==> config.mk <==
export PLATFORM = sky130hd
export DESIGN_NAME = elevator_car_drive
export DESIGN_NICKNAME = d
export VERILOG_FILES = /design/src/rtl/elevator_pkg.sv /design/src/rtl/elevator_timer.sv /design/src/rtl/elevator_car_drive.sv
export SDC_FILE = /design/constraint.sdc
export NUM_CORES = 1
export LEC_CHECK = 0
export CAP_MARGIN = 10
export CORE_MARGIN = 2
export CORE_UTILIZATION = 45
export CTS_CLUSTER_SIZE = 40
export DETAILED_ROUTE_END_ITERATION = 8
export GPL_ROUTABILITY_DRIVEN = 1
export PLACE_DENSITY = 0.79
export SYNTH_ARGS = -nofsm -noshare
export SYNTH_HDL_FRONTEND = slang
export SYNTH_SLANG_ARGS = --single-unit
==> constraint.sdc <==
create_clock -name clk -period 1.7 [get_ports clk]
set_clock_uncertainty 0.05 [all_clocks]
set_input_delay 0.51 -clock clk [delete_from_list [all_inputs] [get_ports clk]]
set_output_delay 0.51 -clock clk [all_outputs]
set_load 0.02 [all_outputs]
==> src/rtl/elevator_pkg.sv <==
// Shared types and constants for the two-floor elevator car drive.
package elevator_pkg;

    typedef enum logic [1:0] {
        IDLE        = 2'd0,
        MOVING_UP   = 2'd1,
        MOVING_DOWN = 2'd2,
        DOOR_OPEN   = 2'd3
    } state_t;

    localparam logic FLOOR_1 = 1'b0;
    localparam logic FLOOR_2 = 1'b1;

    localparam int unsigned DEFAULT_TRAVEL_CYCLES = 16;
    localparam int unsigned DEFAULT_DOOR_CYCLES   = 8;

endpackage

==> src/rtl/elevator_timer.sv <==
// 8-bit loadable down-counter that saturates at zero.
module elevator_timer (
    input  logic       clk,
    input  logic       reset,
    input  logic       load,
    input  logic [7:0] load_value,
    output logic [7:0] value,
    output logic       zero
);

    always_ff @(posedge clk) begin
        if (reset) begin
            value <= 8'd0;
        end else if (load) begin
            value <= load_value;
        end else if (value != 8'd0) begin
            value <= value - 8'd1;
        end
    end

    assign zero = (value == 8'd0);

endmodule

==> src/rtl/elevator_car_drive.sv <==
// Two-floor elevator car sequencer: travel timing, door dwell with hold, arrival pulse.
// state       | meaning
// IDLE        | parked, door closed, accepting requests
// MOVING_UP   | motor driving from floor 1 to floor 2
// MOVING_DOWN | motor driving from floor 2 to floor 1
// DOOR_OPEN   | parked with door open, dwell timer running
module elevator_car_drive
    import elevator_pkg::*;
#(
    parameter int unsigned TRAVEL_CYCLES = DEFAULT_TRAVEL_CYCLES,
    parameter int unsigned DOOR_CYCLES   = DEFAULT_DOOR_CYCLES
) (
    input  logic clk,
    input  logic reset,
    input  logic cmd_valid,
    input  logic cmd_floor,
    output logic cmd_ready,
    input  logic hold,
    output logic floor_1,
    output logic floor_2,
    output logic motor_up,
    output logic motor_down,
    output logic door_open,
    output logic arrived
);

    localparam logic [7:0] TRAVEL_LOAD = 8'(TRAVEL_CYCLES - 1);
    localparam logic [7:0] DOOR_LOAD   = 8'(DOOR_CYCLES - 1);

    state_t     state;
    logic       floor_pos;
    logic       timer_load;
    logic [7:0] timer_load_value;
    logic [7:0] timer_value;
    logic       timer_zero;

    elevator_timer u_timer (
        .clk        (clk),
        .reset      (reset),
        .load       (timer_load),
        .load_value (timer_load_value),
        .value      (timer_value),
        .zero       (timer_zero)
    );

    always_comb begin
        timer_load       = 1'b0;
        timer_load_value = DOOR_LOAD;
        case (state)
            IDLE: begin
                timer_load = cmd_valid;
                if (cmd_floor != floor_pos) timer_load_value = TRAVEL_LOAD;
            end
            MOVING_UP, MOVING_DOWN: timer_load = timer_zero;
            DOOR_OPEN:              timer_load = hold;
            default:                timer_load = 1'b0;
        endcase
    end

    always_ff @(posedge clk) begin
        if (reset) begin
            state      <= IDLE;
            floor_pos  <= FLOOR_1;
            floor_1    <= 1'b1;
            floor_2    <= 1'b0;
            motor_up   <= 1'b0;
            motor_down <= 1'b0;
            door_open  <= 1'b0;
            arrived    <= 1'b0;
            cmd_ready  <= 1'b1;
        end else begin
            arrived <= 1'b0;
            case (state)
                IDLE: begin
                    if (cmd_valid) begin
                        cmd_ready <= 1'b0;
                        if (cmd_floor == floor_pos) begin
                            state     <= DOOR_OPEN;
                            door_open <= 1'b1;
                            arrived   <= 1'b1;
                        end else begin
                            floor_1 <= 1'b0;
                            floor_2 <= 1'b0;
                            if (floor_pos == FLOOR_1) begin
                                state    <= MOVING_UP;
                                motor_up <= 1'b1;
                            end else begin
                                state      <= MOVING_DOWN;
                                motor_down <= 1'b1;
                            end
                        end
                    end
                end
                MOVING_UP: begin
                    if (timer_zero) begin
                        state     <= DOOR_OPEN;
                        motor_up  <= 1'b0;
                        door_open <= 1'b1;
                        arrived   <= 1'b1;
                        floor_pos <= FLOOR_2;
                        floor_2   <= 1'b1;
                    end
                end
                MOVING_DOWN: begin
                    if (timer_zero) begin
                        state      <= DOOR_OPEN;
                        motor_down <= 1'b0;
                        door_open  <= 1'b1;
                        arrived    <= 1'b1;
                        floor_pos  <= FLOOR_1;
                        floor_1    <= 1'b1;
                    end
                end
                DOOR_OPEN: begin
                    // hold takes priority: the timer reloads instead of letting the door close
                    if (timer_value == 8'd0 && !hold) begin
                        state     <= IDLE;
                        door_open <= 1'b0;
                        cmd_ready <= 1'b1;
                    end
                end
                default: begin
                    state      <= IDLE;
                    floor_pos  <= FLOOR_1;
                    floor_1    <= 1'b1;
                    floor_2    <= 1'b0;
                    motor_up   <= 1'b0;
                    motor_down <= 1'b0;
                    door_open  <= 1'b0;
                    cmd_ready  <= 1'b1;
                end
            endcase
        end
    end

endmodule

==> results of run 1 <==
==> final timing paths <==
check / from / to / slack (ps) / cells after the start
max: u_timer.value[1]$_SDFFE_PP0P_ / state[0]$_SDFFE_PP0P_ / 20 / 7
min: door_open$_SDFFE_PP0P_ / door_open$_SDFFE_PP0P_ / 420 / 2
max reg2reg: u_timer.value[1]$_SDFFE_PP0P_ / state[0]$_SDFFE_PP0P_ / 20 / 7
min reg2reg: door_open$_SDFFE_PP0P_ / door_open$_SDFFE_PP0P_ / 420 / 2
==> repair_timing <==
| item | CTS | global route |
|---|---|---|
| endpoints found under the hold margin | 0 | 0 |
| buffers inserted | 0 | 4 |
| pin swaps | 2 | 4 |
| hold buffers | 0 | 0 |
| gates cloned | 0 | 0 |
| endpoints found under the setup margin | 17 | 15 |
| gates resized for setup | 12 | 22 |
==> power by group <==
part / switching (mW) / internal (mW) / total, mW
combinational: 1.07 / 1.06 / 2.13
sequential: 0.168 / 0.591 / 0.758
clock: 0.141 / 0.131 / 0.271
total: 1.37 / 1.78 / 3.16
==> cell usage after synthesis, drive strengths merged (2+ instances only) <==
| cell | n | share of area, % |
|---|---|---|
| nand2 | 6 | 2.3 |
| o21bai | 3 | 2.1 |
| a21oi | 16 | 8.1 |
| nand3b | 2 | 1.4 |
| nand3 | 4 | 1.8 |
| dfxtp | 18 | 33 |
| buf | 2 | 1.5 |
| a21boi | 3 | 2.1 |
| inv | 8 | 2.8 |
| nor3 | 6 | 2.8 |
| o21ai | 3 | 1.4 |
| a211oi | 6 | 5.1 |
| ha | 9 | 10 |
| a31oi | 2 | 1.2 |
| xnor2 | 2 | 1.6 |
| a211o | 2 | 1.6 |
| clkbuf | 2 | 0.69 |
| a21o | 2 | 1.4 |
| nor2 | 5 | 1.7 |
| o32a | 2 | 2.1 |
==> sequential cells by signal, summed over array words and instances (netlist names) <==
signal / cells
motor_up: 1
cmd_ready: 1
floor_1: 1
arrived: 1
door_open: 1
state: 2
floor_2: 1
floor_pos: 1
u_timer.value: 8
motor_down: 1
==> logic make-up after synthesis <==
logic type,count (synthesis),share of synthesized area [%]
flops,18,33.30
xor+xnor,3,2.428
mux,1,1.387
simple gates,33,18.50
buf+inv,12,4.971
compound gates,44,29.02
fa+ha+maj,9,10.40
==> through the flow <==
stage / TNS, ps / util, % / area, µm² / setup WS [ps]
3_5_place_dp: -4469 / 59.27 / 1324 / -500.6
3_3_place_gp: -3762 / 59.27 / 1324 / -424.0
6_report: 0 / 66.50 / 1485 / 20.23
4_1_cts: 0 / 61.57 / 1375 / 18.21
2_1_floorplan: 0 / - / 1082 / 38.29
5_1_grt: -47.41 / 66.50 / 1485 / -14.88
==> metal layers <==
metal	GRT usage, %	vias to the layer above	wire length [µm]
met5	0	-	0
met4	6.838	0	13
met3	2.542	2	86
met2	38.54	17	1367
met1	26.82	482	1252
li1	-	503	-
==> tightest hold or removal path, delay by kind of cell, from the launching register on <==
kind,cells,cell delay (ps)
AOI/OAI and AO/OA,2,100
DFF,1,330
==> layout make-up <==
| type | instances | share of cell area [%] |
|---|---|---|
| clock buffer | 4 | 2.443 |
| inverter | 8 | 2.022 |
| multi-input combinational | 90 | 51.22 |
| sequential | 18 | 24.43 |
| tap | 28 | 2.359 |
| timing repair buffer | 31 | 17.52 |
==> flow_metrics.py, run 1 <==
metrics = {
    "status": {
        "status": "completed",
    },
    "die": {
        "num_rows": 17,
        "io_pins": 12,
        "die_x_um": 53.04,
        "initial_utilization_pct": 48.46,
        "core_um2": 2233,
        "die_height_um": 53.04,
        "dieArea_um2": 2813,
    },
    "timing": {
        "period_needed_ps": 1680,
        "max_freq_mhz": 595.3,
        "tightest_slew_ps": 427.5,
        "holdWs_ps": 419.5,
        "final-max-slew-violation-count": 0,
        "hold_viol": 0,
        "max_slew_margin_pct": 71.28,
        "period_share_pct": 98.81,
        "setup_viol": 0,
    },
    "synth": {
        "ys.flop_type": "dfxtp_1",
        "async_flop_share_pct": 0,
        "ys_seq_area_share_pct": 33.29,
        "syn_nets": 134,
        "ys_warn_count": 0,
        "ys_ff_latch": 18,
        "synth_cells": 120,
        "syn_area_um2": 1082,
        "syn_area_per_cell_um2": 9.019,
        "ys_types": 41,
        "synth_edf_count": 0,
    },
    "cells_and_area": {
        "syn_to_final_growth_pct": 37.23,
        "layout_common_cells": "18 x buf_4, 16 x dfxtp_1, 14 x a21oi_1",
        "ff_latch_area_um2": 362.8,
        "insertedDiodeCount": 0,
        "nets": 166,
        "multi_input_area_um2": 760.7,
        "layout.cells.non_filler": 179,
        "final_common_cell": "buf_4",
        "fillers": 191,
        "layout-drive-gt1-share_pct": 33.77,
    },
    "clock_network": {
        "cts.path.max_buffers": 2,
        "clkSinkCount": 18,
        "numCtsBuffers": 3,
        "insertion_delay_ps": 300,
        "h-tree-depth": 1,
        "cts_tree": "yes",
        "clkTransAtPathRegs_ps": 110,
        "cts_root_buf": "clkbuf_4",
    },
    "place": {
        "dp_hpwl_mm": 1.896,
        "routabilityCongestion": 0.8261,
        "io_buffers": 11,
        "dp_cells": 171,
    },
    "critical_path": {
        "path_class": "flip-flop to flip-flop",
        "slowest_stage": "nor3b_4",
        "required_ps": 1850,
        "endpoint_kind": "flip-flop",
        "cpPeakStageDelay_ps": 350,
        "crit_arrival_ps": 1830,
        "path_buf_inv": 2,
        "start_kind": "flip-flop",
        "path_max_fanout": 4,
        "path_delay_family": "simple AND/OR/NAND/NOR gates",
        "cp_cell_sequence": "inv_2, ha_2, nor3b_4, and2_4, buf_4, a221oi_4, o32a_2",
    },
    "grt": {
        "antenna_found_initial": 0,
        "grt_pass1_wl_mm": 4.450,
        "overflow": 0,
        "gr-usage-all-layers_pct": 21.62,
        "grt_max_degree": 16,
        "grt_pass1_vias": 1028,
    },
    "drt": {
        "drc": 0,
        "vias": 1004,
        "drt-initial-drc-count": 20,
        "ant_nets": 0,
        "wl_per_cell_um": 15.20,
        "via_per_inst": 5.609,
        "dr.pass1.iters": 4,
        "drt_wl_total_mm": 2.720,
    },
    "power_and_ir_drop": {
        "total_power_mw": 3.156,
        "p_leak_nw": 0.6414,
        "vdd_drop_max_uv": 1378,
        "p_per_area_nw_per_um2": 2125,
    },
    "hold_path": {
        "hold_path_class": "flip-flop to flip-flop",
    },
    "job": {
        "cap_violations": 0,
    },
}
Note: power is estimated with default switching activity, not from simulation.
==> inputs of run 2 (changes only) <==
HOLD_SLACK_MARGIN = 0.06   (was default)
==> results of run 2 <==
Same layout as run 1: the final DEF is identical, and so are final timing and power.
